File: config.mk
export PLATFORM = sky130hd
export DESIGN_NAME = ecc_185_err_mon
export DESIGN_NICKNAME = d
export VERILOG_FILES = /design/src/rtl/ecc_pkg.sv /design/src/rtl/ecc_sat_cnt.sv /design/src/rtl/ecc_185_err_mon.sv
export SDC_FILE = /design/constraint.sdc
export NUM_CORES = 1
export LEC_CHECK = 0
export ABC_CLOCK_PERIOD_IN_PS = 7800
export CAP_MARGIN = 25
export CORE_UTILIZATION = 31
export DETAILED_ROUTE_END_ITERATION = 12
export PLACE_DENSITY_LB_ADDON = 0.25
export SYNTH_ARGS = -nofsm -noshare
export SYNTH_HDL_FRONTEND = slang
export SYNTH_HIERARCHICAL = 1
export SYNTH_SLANG_ARGS = --single-unit
File: constraint.sdc
create_clock -name clk -period 7.8 [get_ports clk]
set_clock_uncertainty 0.1 [all_clocks]
set_input_delay 1.17 -clock clk [delete_from_list [all_inputs] [get_ports clk]]
set_output_delay 1.17 -clock clk [all_outputs]
set_load 0.01 [all_outputs]
File: src/rtl/ecc_pkg.sv
// Shared definitions for the 185-bit ECC read path: widths, status-bit indices
// and the default counter ceiling.
package ecc_pkg;
  localparam int ECC_DATA_W = 185;
  localparam int ECC_PAR_W  = 9;
  localparam int ECC_CNT_W  = 16;

  localparam int ST_SBIT  = 0;
  localparam int ST_DBIT  = 1;
  localparam int ST_FAULT = 2;

  localparam logic [ECC_CNT_W-1:0] CNT_MAX = {ECC_CNT_W{1'b1}};
endpackage

File: src/rtl/ecc_sat_cnt.sv
// Saturating event counter. A clear and an increment in the same cycle leave
// the count at 1, so an event coincident with a clear is never lost.
module ecc_sat_cnt #(
  parameter int W = 16
) (
  input  logic         clk,
  input  logic         rst,
  input  logic         clr,
  input  logic         inc,
  output logic [W-1:0] cnt
);
  logic at_max;
  assign at_max = &cnt;

  always_ff @(posedge clk or posedge rst) begin
    if (rst)
      cnt <= '0;
    else if (clr)
      cnt <= inc ? W'(1) : '0;
    else if (inc && !at_max)
      cnt <= cnt + W'(1);
  end
endmodule

File: src/rtl/ecc_185_err_mon.sv
// ECC error monitor: one-deep registered read word with valid/ready, sticky
// error flags, saturating counters, first-error capture and a level interrupt.
module ecc_185_err_mon
  import ecc_pkg::*;
#(
  parameter int DATA_WIDTH = ECC_DATA_W,
  parameter int ADDR_WIDTH = 8,
  parameter int CNT_WIDTH  = ECC_CNT_W
) (
  input  logic                  clk,
  input  logic                  rst,
  input  logic                  in_vld,
  output logic                  in_rdy,
  input  logic [ADDR_WIDTH-1:0] in_addr,
  input  logic [DATA_WIDTH-1:0] in_data,
  input  logic                  in_sbit_err,
  input  logic                  in_dbit_err,
  input  logic                  in_ecc_fault,
  output logic                  out_vld,
  input  logic                  out_rdy,
  output logic [DATA_WIDTH-1:0] out_data,
  output logic                  out_uncorr,
  input  logic [2:0]            irq_en,
  input  logic                  clr,
  output logic [2:0]            sticky,
  output logic [CNT_WIDTH-1:0]  sbit_cnt,
  output logic [CNT_WIDTH-1:0]  dbit_cnt,
  output logic [CNT_WIDTH-1:0]  fault_cnt,
  output logic                  cap_vld,
  output logic [ADDR_WIDTH-1:0] cap_addr,
  output logic [2:0]            cap_type,
  output logic                  irq
);
  logic       acc;
  logic [2:0] ev;
  logic       any_ev;

  assign in_rdy = ~out_vld | out_rdy;
  assign acc    = in_vld & in_rdy;

  // Status only counts when the word is actually taken.
  always_comb begin
    ev           = '0;
    ev[ST_SBIT]  = acc & in_sbit_err;
    ev[ST_DBIT]  = acc & in_dbit_err;
    ev[ST_FAULT] = acc & in_ecc_fault;
  end
  assign any_ev = |ev;

  always_ff @(posedge clk or posedge rst) begin
    if (rst) begin
      out_vld    <= 1'b0;
      out_data   <= '0;
      out_uncorr <= 1'b0;
    end else if (acc) begin
      out_vld    <= 1'b1;
      out_data   <= in_data;
      out_uncorr <= in_dbit_err | in_ecc_fault;
    end else if (out_rdy) begin
      out_vld    <= 1'b0;
    end
  end

  always_ff @(posedge clk or posedge rst) begin
    if (rst)
      sticky <= '0;
    else if (clr)
      sticky <= ev;
    else
      sticky <= sticky | ev;
  end

  // A clear re-arms the capture; an event in the same cycle becomes the new first error.
  always_ff @(posedge clk or posedge rst) begin
    if (rst) begin
      cap_vld  <= 1'b0;
      cap_addr <= '0;
      cap_type <= '0;
    end else if (any_ev && (clr || !cap_vld)) begin
      cap_vld  <= 1'b1;
      cap_addr <= in_addr;
      cap_type <= ev;
    end else if (clr) begin
      cap_vld  <= 1'b0;
      cap_addr <= '0;
      cap_type <= '0;
    end
  end

  always_ff @(posedge clk or posedge rst) begin
    if (rst)
      irq <= 1'b0;
    else
      irq <= |(sticky & irq_en);
  end

  ecc_sat_cnt #(.W(CNT_WIDTH)) u_sbit_cnt (
    .clk (clk),
    .rst (rst),
    .clr (clr),
    .inc (ev[ST_SBIT]),
    .cnt (sbit_cnt)
  );

  ecc_sat_cnt #(.W(CNT_WIDTH)) u_dbit_cnt (
    .clk (clk),
    .rst (rst),
    .clr (clr),
    .inc (ev[ST_DBIT]),
    .cnt (dbit_cnt)
  );

  ecc_sat_cnt #(.W(CNT_WIDTH)) u_fault_cnt (
    .clk (clk),
    .rst (rst),
    .clr (clr),
    .inc (ev[ST_FAULT]),
    .cnt (fault_cnt)
  );
endmodule

==> results of run 1 <==
worst paths after layout:
check | end | slack [ns] | cells past startpoint
min in group asynchronous | sticky[1]$_DFF_PP0_ | 1.08 | 2
max in group asynchronous | out_data[148]$_DFFE_PP0N_ | 5.22 | 3
worst max register to register | u_sbit_cnt/cnt[15]$_DFFE_PP0P_ | 5.30 | 7
worst min-delay path | out_data[6]$_DFFE_PP0N_ | 0.39 | 1
worst max-delay path | in_rdy | 4.09 | 4
worst min register to register | out_data[6]$_DFFE_PP0N_ | 0.39 | 1
registers in the layout, indices dropped and copies added (netlist names):
register	count
cap_addr	8
cap_type	3
cap_vld	1
irq	1
out_data	185
out_uncorr	1
out_vld	1
sticky	3
u_dbit_cnt/cnt	16
u_fault_cnt/cnt	16
u_sbit_cnt/cnt	16
power groups by stage:
| stage | combinational (mW) | clock, mW | sequential (mW) |
|---|---|---|---|
| after floorplan | 0.215 | 0 | 1.63 |
| after global placement | 0.785 | 0 | 1.55 |
| after detailed placement | 0.789 | 0 | 1.56 |
| after CTS | 0.793 | 1.34 | 1.54 |
| after global routing | 0.828 | 1.39 | 1.56 |
| final | 0.782 | 1.30 | 1.54 |
routing by layer:
metal | wire (um) | vias to the layer above
li1 | - | 3698
met3 | 2460 | 57
met2 | 16300 | 286
met1 | 12300 | 4038
met4 | 1060 | 8
met5 | 52 | -
cells in the mapped netlist (all sizes together) (5+ instances only):
cell type    n  share of area, %
and3         5              0.30
nand2       21              0.77
nor2        21              0.75
or3         18               1.1
nor3        20               1.1
nor4        10               1.1
buf         31               2.2
and4         9              0.83
a22o        10              0.83
o21ai       20              0.95
a21oi       32               1.5
nand3       12              0.57
mux2       192                21
dfrtp      251                60
nand4       23               2.2
nor2b        5              0.37
nand2b       6              0.36
inv         15              0.53
o31ai       11              0.78
or4          9              0.64
cells by family after synthesis:
group	count (synthesis)	synth area share [%]
flip-flops	251	59.5
multiplexers	193	20.7
AND/OR/NAND/NOR	165	10.5
AO/OA/AOI/OAI	92	6.08
buffers and inverters	48	2.82
adder cells (fa/ha/maj)	3	0.356
metrics by stage:
step,util [%],total power [mW],setup slack (ns)
floorplan,-,1.84,0.991
global placement,46.2,2.34,4.05
detailed placement,46.2,2.35,4.04
CTS,48.8,3.67,4.09
global route,49.1,3.78,4.07
finish,49.1,3.62,4.09
worst register-to-register path, delay by kind of cell, from the launching register on:
kind	cells	cell delay, ns
simple gates	4	1.50
flops	1	0.37
compound gates	2	0.31
buf+inv	1	0.14
cells in the final DEF, fill, tap and decap left out, types with 5 or more instances in the layout:
| cell type | count |
|---|---|
| sky130_fd_sc_hd__a21oi_1 | 32 |
| sky130_fd_sc_hd__a22o_1 | 10 |
| sky130_fd_sc_hd__and3_1 | 5 |
| sky130_fd_sc_hd__buf_4 | 5 |
| sky130_fd_sc_hd__clkbuf_1 | 10 |
| sky130_fd_sc_hd__clkbuf_16 | 29 |
| sky130_fd_sc_hd__clkbuf_8 | 6 |
| sky130_fd_sc_hd__clkdlybuf4s50_1 | 454 |
| sky130_fd_sc_hd__dfrtp_1 | 251 |
| sky130_fd_sc_hd__inv_1 | 12 |
| sky130_fd_sc_hd__mux2_1 | 10 |
| sky130_fd_sc_hd__mux2_2 | 179 |
| sky130_fd_sc_hd__nand2_1 | 20 |
| sky130_fd_sc_hd__nand2b_1 | 6 |
| sky130_fd_sc_hd__nand3_1 | 12 |
| sky130_fd_sc_hd__nand4_1 | 17 |
| sky130_fd_sc_hd__nand4_4 | 6 |
| sky130_fd_sc_hd__nor2_1 | 21 |
| sky130_fd_sc_hd__nor3_1 | 17 |
| sky130_fd_sc_hd__nor4_1 | 6 |
| sky130_fd_sc_hd__o21ai_0 | 20 |
| sky130_fd_sc_hd__o31ai_1 | 11 |
| sky130_fd_sc_hd__or3_1 | 12 |
| sky130_fd_sc_hd__or3_2 | 6 |
| sky130_fd_sc_hd__or4_1 | 9 |
layout make-up:
cell class                 instances  area (sq um)
clock inverter                     5          53.8
inverter                          15          63.8
multi-input combinational        453          3990
clock buffer                      45           846
fill                            3012         17100
antenna                            1          2.50
timing repair buffer             463          4670
sequential                       251          6280
tap                              448           561
==> metrics.txt, run 1 <==
# TYPE chip_impl_metric gauge
chip_impl_metric{name="gr-total-overflow",unit=""} 0
chip_impl_metric{name="setup_tns",unit="ns"} 0
chip_impl_metric{name="irDropWorstVdd",unit="V"} 0.000159
chip_impl_info{name="timing.critical_path.cells",value="clkdlybuf4s50_1, nor2b_4, inv_2, clkdlybuf4s50_1"} 1
chip_impl_metric{name="synth_enable_flop_cells",unit=""} 0
chip_impl_info{name="grt.busiest_layer",value="met2"} 1
chip_impl_metric{name="cts.reportedPaths.clkPinSlew",unit="ns"} 0.06
chip_impl_metric{name="numCtsBuffers",unit=""} 29
chip_impl_metric{name="power.combinational.fraction",unit="%"} 21.6
chip_impl_metric{name="gp_congestion",unit=""} 0.787
chip_impl_metric{name="placeableCoreArea",unit="sq um"} 33500
chip_impl_metric{name="layout.nets",unit=""} 1420
chip_impl_metric{name="grt_use_met3",unit="%"} 5.89
chip_impl_metric{name="p_int",unit="mW"} 2.71
chip_impl_metric{name="placedInstanceArea",unit="sq um"} 15500
chip_impl_metric{name="postCtsHoldBufs",unit=""} 0
chip_impl_metric{name="critPathBufInv",unit=""} 3
chip_impl_metric{name="global_route.usage.met2",unit="%"} 32.0
chip_impl_info{name="worstReg2RegStart",value="out_vld$_DFFE_PP0P_"} 1
chip_impl_metric{name="relSlewSlack",unit="%"} 43.5
chip_impl_metric{name="hold-worst-slack",unit="ns"} 0.391
chip_impl_metric{name="dpl.cell_count",unit=""} 1627
chip_impl_info{name="crit_path_max_delay_family",value="buffers and inverters"} 1
chip_impl_metric{name="yosys_warnings",unit=""} 6
chip_impl_metric{name="grt_util_met1",unit="%"} 21.1
chip_impl_metric{name="cts_num_sinks",unit=""} 251
chip_impl_metric{name="post_cts_resized",unit=""} 0
chip_impl_metric{name="finalHoldViolations",unit=""} 0
chip_impl_metric{name="number_of_antenna_violations_at_the_first_check_in_global_routing",unit=""} 5
chip_impl_metric{name="post_layout_nonfiller_instances",unit=""} 1681
chip_impl_metric{name="clock_path_buffers",unit=""} 3
chip_impl_metric{name="iter_0_drt_violations",unit=""} 410
chip_impl_info{name="grt_setup_unrepaired",value="false"} 1
chip_impl_info{name="timing.setup.critical_path_class",value="primary input to primary output"} 1
chip_impl_info{name="crit_top_cell",value="sky130_fd_sc_hd__clkdlybuf4s50_1"} 1
chip_impl_metric{name="port_buffers",unit=""} 455
chip_impl_metric{name="wire_length_after_detailed_routing",unit="um"} 32200
chip_impl_metric{name="share_of_layout_cells_above_drive_strength_1",unit="%"} 21.3
chip_impl_metric{name="report.final.setup_viol",unit=""} 0
chip_impl_metric{name="drt_pass1_iterations",unit=""} 5
chip_impl_metric{name="die_h",unit="um"} 187
chip_impl_info{name="outcome",value="finished clean"} 1
chip_impl_metric{name="first_pass_grt_wire_length",unit="um"} 49700
chip_impl_metric{name="cp_data_arrival_time",unit="ns"} 2.44
chip_impl_info{name="clock_tree.root_cell",value="sky130_fd_sc_hd__clkbuf_16"} 1
chip_impl_metric{name="syn_nets",unit=""} 959
chip_impl_metric{name="synth_cell_types",unit=""} 49
chip_impl_metric{name="power_switching",unit="mW"} 0.910
chip_impl_metric{name="vias_per_cell",unit=""} 4.81
chip_impl_metric{name="effective_utilization_at_floorplan",unit="%"} 31.5
chip_impl_metric{name="average_cell_area_after_synthesis",unit="sq um"} 14.0
chip_impl_metric{name="wire_per_inst",unit="um"} 19.1
chip_impl_info{name="clock_tree_from_tritoncts",value="done"} 1
chip_impl_metric{name="final_slew_viol_count",unit=""} 0
chip_impl_metric{name="power_frac_clock",unit="%"} 35.8
chip_impl_metric{name="timing.fmax",unit="MHz"} 270
chip_impl_metric{name="dr_total_vias",unit=""} 8087
chip_impl_info{name="cp-end-kind",value="primary output"} 1
chip_impl_metric{name="period_needed",unit="ns"} 3.71
chip_impl_metric{name="max_h_tree_level",unit=""} 1
chip_impl_metric{name="drcViolationCount",unit=""} 0
chip_impl_metric{name="ys_seq_area_share",unit="%"} 59.5
chip_impl_metric{name="critPathRequiredTime",unit="ns"} 6.53
chip_impl_metric{name="final_hpwl_dp",unit="um"} 23800
chip_impl_metric{name="synthCells",unit=""} 752
chip_impl_metric{name="largest_stage_delay_worst_path",unit="ns"} 0.56
chip_impl_metric{name="critical_path.max_fanout",unit=""} 6
chip_impl_metric{name="area_growth_syn_to_layout",unit="%"} 56.0
chip_impl_metric{name="ys_async_sr_fraction",unit="%"} 100
chip_impl_metric{name="die_area",unit="sq um"} 34800
chip_impl_metric{name="largest_net_degree_at_the_start_of_global_routing",unit=""} 84
chip_impl_metric{name="final_cycle_share",unit="%"} 47.6
chip_impl_metric{name="cellLeakagePower",unit="nW"} 6.66
chip_impl_metric{name="grt_pass1_vias",unit=""} 8361
chip_impl_info{name="hold_path_startpoint",value="out_data[6]$_DFFE_PP0N_"} 1
chip_impl_metric{name="clk_latency",unit="ns"} 0.55
chip_impl_metric{name="maxCapViolations",unit=""} 0
chip_impl_metric{name="postSynthRegisterBits",unit=""} 251
chip_impl_metric{name="rows",unit=""} 67
chip_impl_metric{name="fp.dieW",unit="um"} 187
chip_impl_metric{name="route.antenna.remaining_nets",unit=""} 0
chip_impl_info{name="cp-start-kind",value="primary input"} 1
chip_impl_info{name="cp_slowest_cell",value="sky130_fd_sc_hd__clkdlybuf4s50_1"} 1
chip_impl_info{name="worst_hold_path_type",value="register to register"} 1
chip_impl_metric{name="p_per_area",unit="nW/um^2"} 220
chip_impl_info{name="critPathLaunch",value="out_rdy"} 1
chip_impl_metric{name="worstMarginPinSlew",unit="ns"} 0.848
chip_impl_metric{name="design.portCount",unit=""} 456
chip_impl_metric{name="sequential_power_share",unit="%"} 42.5
chip_impl_metric{name="syn-cell-area",unit="sq um"} 10600
chip_impl_info{name="dominantRegCellSynth",value="sky130_fd_sc_hd__dfrtp_1"} 1
chip_impl_metric{name="grt.total_usage",unit="%"} 18.3
chip_impl_metric{name="postCtsSetupRepairBufs",unit=""} 0
chip_impl_metric{name="sw_frac_of_total",unit="%"} 25.1
chip_impl_metric{name="postLayoutCellArea",unit="sq um"} 16500
Power figures use the tool's default switching activity.
==> run 2, diff against run 1 <==
--- a/config.mk
+++ b/config.mk
@@ -5,7 +5,7 @@
 export SDC_FILE = /design/constraint.sdc
 export NUM_CORES = 1
 export LEC_CHECK = 0
-export ABC_CLOCK_PERIOD_IN_PS = 7800
+export ABC_CLOCK_PERIOD_IN_PS = 3700
 export CAP_MARGIN = 25
 export CORE_UTILIZATION = 31
 export DETAILED_ROUTE_END_ITERATION = 12
==> constraint.sdc (replaced) <==
create_clock -name clk -period 3.7 [get_ports clk]
set_clock_uncertainty 0.1 [all_clocks]
set_input_delay 0.555 -clock clk [delete_from_list [all_inputs] [get_ports clk]]
set_output_delay 0.555 -clock clk [all_outputs]
set_load 0.01 [all_outputs]
==> metrics.txt, run 2 (synthesis results as in run 1) <==
# TYPE chip_impl_metric gauge
chip_impl_metric{name="dpl.cell_count",unit=""} 1638
chip_impl_metric{name="power.combinational.fraction",unit="%"} 21.5
chip_impl_metric{name="post_layout_nonfiller_instances",unit=""} 1689
chip_impl_info{name="crit_top_cell",value="sky130_fd_sc_hd__clkdlybuf4s50_1"} 1
chip_impl_metric{name="worst_slack_at_placement",unit="ns"} 0.687
chip_impl_metric{name="first_pass_grt_wire_length",unit="um"} 50400
chip_impl_metric{name="worstHoldPathCells",unit=""} 1
chip_impl_metric{name="largest_register_ff_count",unit=""} 185
chip_impl_info{name="worstReg2RegEnd",value="u_sbit_cnt/cnt[15]$_DFFE_PP0P_"} 1
chip_impl_info{name="cp_slowest_cell",value="sky130_fd_sc_hd__clkdlybuf4s50_1"} 1
chip_impl_metric{name="clk_latency",unit="ns"} 0.54
chip_impl_metric{name="cts_num_sinks",unit=""} 251
chip_impl_metric{name="timing.reg2reg.setup_slack",unit="ns"} 1.25
chip_impl_metric{name="cts.reportedPaths.clkPinSlew",unit="ns"} 0.06
chip_impl_metric{name="relSlewSlack",unit="%"} 46.4
chip_impl_metric{name="fp.dieW",unit="um"} 187
chip_impl_metric{name="power_frac_clock",unit="%"} 36.2
chip_impl_metric{name="gp_congestion",unit=""} 0.801
chip_impl_metric{name="grt_pass1_vias",unit=""} 8358
chip_impl_info{name="layout_commonest_cell",value="sky130_fd_sc_hd__clkdlybuf4s50_1"} 1
chip_impl_metric{name="grt.total_usage",unit="%"} 18.6
chip_impl_metric{name="period_needed",unit="ns"} 2.54
chip_impl_metric{name="rows",unit=""} 67
chip_impl_metric{name="worst-r2r-cell-count",unit=""} 7
chip_impl_info{name="outcome",value="finished clean"} 1
chip_impl_metric{name="cp_data_arrival_time",unit="ns"} 1.89
chip_impl_info{name="worst_hold_path_type",value="register to register"} 1
chip_impl_metric{name="report.final.setup_viol",unit=""} 0
chip_impl_metric{name="setup_tns",unit="ns"} 0
chip_impl_info{name="hold_path_startpoint",value="out_data[8]$_DFFE_PP0N_"} 1
chip_impl_info{name="cp-end-kind",value="primary output"} 1
chip_impl_metric{name="final_cycle_share",unit="%"} 68.7
chip_impl_metric{name="area_growth_syn_to_layout",unit="%"} 57.1
chip_impl_metric{name="route.antenna.remaining_nets",unit=""} 0
chip_impl_info{name="clock_tree_from_tritoncts",value="done"} 1
chip_impl_metric{name="postCtsHoldBufs",unit=""} 0
chip_impl_metric{name="postLayoutCellArea",unit="sq um"} 16600
chip_impl_metric{name="utilization",unit="%"} 49.4
chip_impl_metric{name="clock_path_buffers",unit=""} 3
chip_impl_metric{name="design.portCount",unit=""} 456
chip_impl_metric{name="die_h",unit="um"} 187
chip_impl_metric{name="final_critical_path_setup_slack",unit="ns"} 1.16
chip_impl_metric{name="postCtsSetupRepairBufs",unit=""} 0
chip_impl_metric{name="maxCapViolations",unit=""} 0
chip_impl_metric{name="die_area",unit="sq um"} 34800
chip_impl_metric{name="design_power_total",unit="mW"} 7.70
chip_impl_metric{name="drcViolationCount",unit=""} 0
chip_impl_metric{name="cellLeakagePower",unit="nW"} 6.72
chip_impl_metric{name="p_per_area",unit="nW/um^2"} 464
chip_impl_metric{name="port_buffers",unit=""} 455
chip_impl_info{name="most-common-layout-cells",value="454 x sky130_fd_sc_hd__clkdlybuf4s50_1, 251 x sky130_fd_sc_hd__dfrtp_1, 179 x sky130_fd_sc_hd__mux2_2, 32 x sky130_fd_sc_hd__a21oi_1, 29 x sky130_fd_sc_hd__clkbuf_16"} 1
chip_impl_metric{name="sw_frac_of_total",unit="%"} 25.1
chip_impl_info{name="crit_path_max_delay_family",value="buffers and inverters"} 1
chip_impl_metric{name="iter_0_drt_violations",unit=""} 420
chip_impl_metric{name="final_hpwl_dp",unit="um"} 24400
chip_impl_metric{name="p_int",unit="mW"} 5.76
chip_impl_metric{name="power_switching",unit="mW"} 1.93
chip_impl_metric{name="finalHoldViolations",unit=""} 0
chip_impl_metric{name="vias_per_cell",unit=""} 4.78
chip_impl_metric{name="max_h_tree_level",unit=""} 1
chip_impl_metric{name="final_slew_viol_count",unit=""} 0
chip_impl_metric{name="drt_pass1_iterations",unit=""} 6
chip_impl_metric{name="post_cts_resized",unit=""} 0
chip_impl_metric{name="number_of_antenna_violations_at_the_first_check_in_global_routing",unit=""} 2
chip_impl_metric{name="gr-total-overflow",unit=""} 0
chip_impl_metric{name="critPathRequiredTime",unit="ns"} 3.04
chip_impl_info{name="timing.critical_path.cells",value="clkdlybuf4s50_1, nor2b_4, inv_2, clkdlybuf4s50_1"} 1
chip_impl_metric{name="critical_path.max_fanout",unit=""} 6
chip_impl_metric{name="share_of_layout_cells_above_drive_strength_1",unit="%"} 22.1
chip_impl_metric{name="largest_stage_delay_worst_path",unit="ns"} 0.62
chip_impl_metric{name="placedInstanceArea",unit="sq um"} 15700
chip_impl_info{name="largest_register",value="out_data"} 1
chip_impl_metric{name="largest_net_degree_at_the_start_of_global_routing",unit=""} 66
chip_impl_metric{name="dr_total_vias",unit=""} 8069
chip_impl_metric{name="layout.nets",unit=""} 1428
chip_impl_info{name="grt_setup_unrepaired",value="false"} 1
chip_impl_metric{name="wire_per_inst",unit="um"} 19.2
chip_impl_metric{name="irDropWorstVdd",unit="V"} 0.000355
chip_impl_metric{name="placeableCoreArea",unit="sq um"} 33500
chip_impl_info{name="holdPathEnd",value="out_data[8]$_DFFE_PP0N_"} 1
chip_impl_metric{name="hold-worst-slack",unit="ns"} 0.395
chip_impl_metric{name="timing.fmax",unit="MHz"} 394
chip_impl_metric{name="wire_length_after_detailed_routing",unit="um"} 32500
chip_impl_info{name="clock_tree.root_cell",value="sky130_fd_sc_hd__clkbuf_16"} 1
chip_impl_info{name="cp-start-kind",value="primary input"} 1
chip_impl_metric{name="numCtsBuffers",unit=""} 29
chip_impl_metric{name="sequential_power_share",unit="%"} 42.3
chip_impl_info{name="timing.setup.critical_path_class",value="primary input to primary output"} 1
chip_impl_info{name="worstReg2RegStart",value="out_vld$_DFFE_PP0P_"} 1
chip_impl_metric{name="effective_utilization_at_floorplan",unit="%"} 31.5
chip_impl_metric{name="critPathBufInv",unit=""} 3
chip_impl_metric{name="worstMarginPinSlew",unit="ns"} 0.803
==> run 2: cell types whose count changed in the layout (fill, tap and decap cells not counted) <==
cell | previous run | this run
sky130_fd_sc_hd__clkbuf_1 | 10 | 7
sky130_fd_sc_hd__inv_8 | 1 | 0
sky130_fd_sc_hd__clkinv_2 | 3 | 6
sky130_fd_sc_hd__bufinv_16 | 1 | 2
sky130_fd_sc_hd__clkbuf_8 | 6 | 5
sky130_fd_sc_hd__buf_12 | 0 | 8
sky130_fd_sc_hd__buf_16 | 3 | 0
sky130_fd_sc_hd__buf_4 | 5 | 8
sky130_fd_sc_hd__clkinvlp_4 | 0 | 2
sky130_fd_sc_hd__inv_6 | 1 | 0
==> run 2: area by class of cell <==
class | instances | area, sq um
clock inverter | 9 | 97.6
antenna | 1 | 2.50
timing repair buffer | 471 | 4770
sequential | 251 | 6280
inverter | 15 | 60.1
multi-input combinational | 453 | 3990
clock buffer | 41 | 821
fill | 3013 | 17000
tap | 448 | 561
==> run 2: worst max path at each step <==
| stage | startpoint | endpoint | cells after the start | slack [ns] |
|---|---|---|---|---|
| 2_1_floorplan | rst | cap_addr[0]$_DFFE_PP0P_ | 1 | 0.41 |
| 3_3_place_gp | out_rdy | u_sbit_cnt/cnt[15]$_DFFE_PP0P_ | 8 | 0.71 |
| 3_5_place_dp | out_rdy | u_sbit_cnt/cnt[15]$_DFFE_PP0P_ | 8 | 0.69 |
| 4_1_cts | out_rdy | in_rdy | 4 | 1.15 |
| 5_1_grt | out_rdy | u_sbit_cnt/cnt[15]$_DFFE_PP0P_ | 8 | 1.07 |
| 6_report | out_rdy | in_rdy | 4 | 1.16 |
==> run 2: power groups by stage <==
stage               combinational, mW  sequential (mW)  clock (mW)
floorplan                       0.455             3.43           0
global placement                 1.68             3.28           0
detailed placement               1.68             3.29           0
CTS                              1.69             3.25        2.90
global route                     1.76             3.29        3.02
finish                           1.66             3.25        2.79
==> run 2: routing by layer <==
layer	up-vias	track usage, %	share of wire (%)	wire length [um]
met2	283	32.4	51	16600
met3	44	6.17	8.0	2610
met1	4037	22.1	39	12700
met4	4	4.16	1.8	592
li1	3701	-	-	-
met5	-	0	0.095	31
==> run 3, diff against run 2 <==
--- a/config.mk
+++ b/config.mk
@@ -5,7 +5,7 @@
 export SDC_FILE = /design/constraint.sdc
 export NUM_CORES = 1
 export LEC_CHECK = 0
-export ABC_CLOCK_PERIOD_IN_PS = 3700
+export ABC_CLOCK_PERIOD_IN_PS = 2170
 export CAP_MARGIN = 25
 export CORE_UTILIZATION = 31
 export DETAILED_ROUTE_END_ITERATION = 12
==> constraint.sdc (replaced) <==
create_clock -name clk -period 2.17 [get_ports clk]
set_clock_uncertainty 0.1 [all_clocks]
set_input_delay 0.3255 -clock clk [delete_from_list [all_inputs] [get_ports clk]]
set_output_delay 0.3255 -clock clk [all_outputs]
set_load 0.01 [all_outputs]
==> metrics.txt, run 3 (synthesis results as in run 1) <==
# TYPE chip_impl_metric gauge
chip_impl_info{name="outcome",value="finished clean"} 1
chip_impl_metric{name="final_slew_viol_count",unit=""} 0
chip_impl_metric{name="timing.reg2reg.setup_slack",unit="ns"} 0.10
chip_impl_metric{name="p_per_area",unit="nW/um^2"} 801
chip_impl_metric{name="grt.total_usage",unit="%"} 18.9
chip_impl_metric{name="share_of_layout_cells_above_drive_strength_1",unit="%"} 25.2
chip_impl_metric{name="post_cts_resized",unit=""} 1
chip_impl_metric{name="final_hpwl_dp",unit="um"} 25100
chip_impl_info{name="worst_hold_path_type",value="primary input to register"} 1
chip_impl_metric{name="met3RoutedLength",unit="um"} 2570
chip_impl_metric{name="max_h_tree_level",unit=""} 1
chip_impl_metric{name="route.layer.met1.wl",unit="um"} 13100
chip_impl_metric{name="route.antenna.remaining_nets",unit=""} 0
chip_impl_metric{name="number_of_antenna_violations_at_the_first_check_in_global_routing",unit=""} 3
chip_impl_metric{name="antenna_cells",unit=""} 0
chip_impl_metric{name="port_buffers",unit=""} 455
chip_impl_metric{name="wire_length_after_detailed_routing",unit="um"} 33200
chip_impl_metric{name="critPathRequiredTime",unit="ns"} 1.74
chip_impl_metric{name="final_cycle_share",unit="%"} 96.3
chip_impl_metric{name="sw_frac_of_total",unit="%"} 24.8
chip_impl_metric{name="finalHoldViolations",unit=""} 0
chip_impl_metric{name="gp_congestion",unit=""} 0.828
chip_impl_info{name="hold_path_startpoint",value="clr"} 1
chip_impl_info{name="cp_slowest_cell",value="sky130_fd_sc_hd__clkdlybuf4s50_1"} 1
chip_impl_info{name="cp-end-kind",value="primary output"} 1
chip_impl_info{name="dr.max_layer_used",value="met5"} 1
chip_impl_metric{name="report.final.setup_viol",unit=""} 0
chip_impl_metric{name="vias_per_cell",unit=""} 4.78
chip_impl_metric{name="effective_utilization_at_floorplan",unit="%"} 31.5
chip_impl_metric{name="dr_total_vias",unit=""} 8274
chip_impl_metric{name="layout.nets",unit=""} 1468
chip_impl_metric{name="critPathBufInv",unit=""} 1
chip_impl_info{name="crit_path_max_delay_family",value="buffers and inverters"} 1
chip_impl_metric{name="die_area",unit="sq um"} 34800
chip_impl_metric{name="die_h",unit="um"} 187
chip_impl_metric{name="footprint_of_the_multi_input_gates",unit="sq um"} 3990
chip_impl_info{name="grt_setup_unrepaired",value="false"} 1
chip_impl_metric{name="largest_net_degree_at_the_start_of_global_routing",unit=""} 47
chip_impl_metric{name="period_needed",unit="ns"} 2.09
chip_impl_metric{name="cts_num_sinks",unit=""} 251
chip_impl_metric{name="timing.fmax",unit="MHz"} 479
chip_impl_metric{name="design_power_total",unit="mW"} 13.7
chip_impl_metric{name="iter_0_drt_violations",unit=""} 361
chip_impl_metric{name="grt_pass1_vias",unit=""} 8613
chip_impl_metric{name="gr-total-overflow",unit=""} 0
chip_impl_metric{name="fp.dieW",unit="um"} 187
chip_impl_info{name="clock_tree.root_cell",value="sky130_fd_sc_hd__clkbuf_16"} 1
chip_impl_metric{name="power_switching",unit="mW"} 3.39
chip_impl_metric{name="drcViolationCount",unit=""} 0
chip_impl_metric{name="postCtsSetupRepairBufs",unit=""} 0
chip_impl_metric{name="largest_stage_delay_worst_path",unit="ns"} 0.61
chip_impl_metric{name="cts.reportedPaths.clkPinSlew",unit="ns"} 0.06
chip_impl_metric{name="numCtsBuffers",unit=""} 30
chip_impl_metric{name="drt_pass1_iterations",unit=""} 5
chip_impl_metric{name="cellLeakagePower",unit="nW"} 6.99
chip_impl_info{name="critPathLaunch",value="u_dbit_cnt/cnt[8]$_DFFE_PP0P_"} 1
chip_impl_metric{name="design.portCount",unit=""} 456
chip_impl_metric{name="postCtsHoldBufs",unit=""} 0
chip_impl_info{name="cp-start-kind",value="register"} 1
chip_impl_info{name="clock_tree_from_tritoncts",value="done"} 1
chip_impl_metric{name="relSlewSlack",unit="%"} 71.3
chip_impl_info{name="timing.setup.critical_path_class",value="register to primary output"} 1
chip_impl_info{name="layout_commonest_cell",value="sky130_fd_sc_hd__clkdlybuf4s50_1"} 1
chip_impl_metric{name="setup_tns",unit="ns"} 0
chip_impl_metric{name="area_growth_syn_to_layout",unit="%"} 61.6
chip_impl_metric{name="met2_wl_post_dr",unit="um"} 17000
chip_impl_metric{name="clock_path_buffers",unit=""} 3
chip_impl_metric{name="cp_data_arrival_time",unit="ns"} 1.66
chip_impl_metric{name="clk_latency",unit="ns"} 0.54
chip_impl_metric{name="maxCapViolations",unit=""} 0
chip_impl_metric{name="irDropWorstVdd",unit="V"} 0.000638
chip_impl_metric{name="largest_register_ff_count",unit=""} 185
chip_impl_metric{name="sequential_power_share",unit="%"} 40.5
chip_impl_metric{name="rows",unit=""} 67
chip_impl_metric{name="first_pass_grt_wire_length",unit="um"} 51600
chip_impl_metric{name="p_int",unit="mW"} 10.3
chip_impl_metric{name="regArea",unit="sq um"} 6280
chip_impl_info{name="largest_register",value="out_data"} 1
chip_impl_metric{name="critical_path.max_fanout",unit=""} 8
chip_impl_metric{name="placeableCoreArea",unit="sq um"} 33500
chip_impl_metric{name="worstMarginPinSlew",unit="ns"} 0.427
chip_impl_info{name="timing.critical_path.cells",value="clkdlybuf4s50_1"} 1
chip_impl_metric{name="utilization",unit="%"} 50.9
chip_impl_metric{name="wire_per_inst",unit="um"} 19.2
chip_impl_metric{name="power.combinational.fraction",unit="%"} 21.2
chip_impl_metric{name="power_frac_clock",unit="%"} 38.3
chip_impl_info{name="worstReg2RegStart",value="out_vld$_DFFE_PP0P_"} 1
chip_impl_info{name="most-common-layout-cells",value="453 x sky130_fd_sc_hd__clkdlybuf4s50_1, 249 x sky130_fd_sc_hd__dfrtp_1, 179 x sky130_fd_sc_hd__mux2_2, 43 x sky130_fd_sc_hd__buf_4, 32 x sky130_fd_sc_hd__a21oi_1"} 1
chip_impl_metric{name="n_fill_cell",unit=""} 3002
-- run 3: cell count changes in the layout (fill, tap and decap cells not counted), sizes merged --
cell,previous run,this run
buf,17,56
clkbuf,41,46
clkdlybuf4s50,454,453
clkinv,6,5
clkinvlp,2,3
diode,1,0
dlygate4sd2,0,1
-- run 3: area by class of cell --
cell class                      count  area share [%]
Sequential cell                   251            36.8
Timing Repair Buffer              510            30.0
Multi-Input combinational cell    453            23.4
Clock buffer                       46            5.58
Tap cell                          448            3.29
Clock inverter                      9           0.587
Inverter                           15           0.352
-- run 3: layer usage --
layer	vias up	track usage (%)
li1	3794	-
met1	4145	23.1
met2	284	32.9
met3	45	5.77
met4	6	4.07
met5	-	0
-- run 3: through the flow --
step | hold slack (ns) | area [sq um] | instances | setup slack (ns)
6_report | 0.0505 | 17100 | 1732 | 0.0808
3_5_place_dp | 0.382 | 16000 | 1677 | -0.273
5_1_grt | 0.0595 | 17100 | 1732 | 0.000491
4_1_cts | 0.0245 | 17100 | 1732 | 0.0221
2_1_floorplan | 0.139 | 10600 | 752 | -0.886
3_3_place_gp | 0.375 | 16000 | 1677 | -0.228
-- run 3: worst paths after layout --
kind | depth (start not counted) | to
worst max-delay path | 1 | dbit_cnt[8]
worst min-delay path | 2 | u_sbit_cnt/cnt[2]$_DFFE_PP0P_
worst max register to register | 7 | u_fault_cnt/cnt[14]$_DFFE_PP0P_
worst min register to register | 1 | out_data[8]$_DFFE_PP0N_
max in group asynchronous | 4 | out_data[129]$_DFFE_PP0N_
min in group asynchronous | 3 | irq$_DFF_PP0_
-- run 3: power by group through the flow --
stage	Sequential (mW)	Combinational, mW	Clock, mW
after CTS	5.53	2.96	5.39
after floorplan	5.85	0.775	0
after detailed placement	5.60	2.94	0
after global routing	5.60	3.07	5.60
after global placement	5.58	2.93	0
final	5.53	2.90	5.23
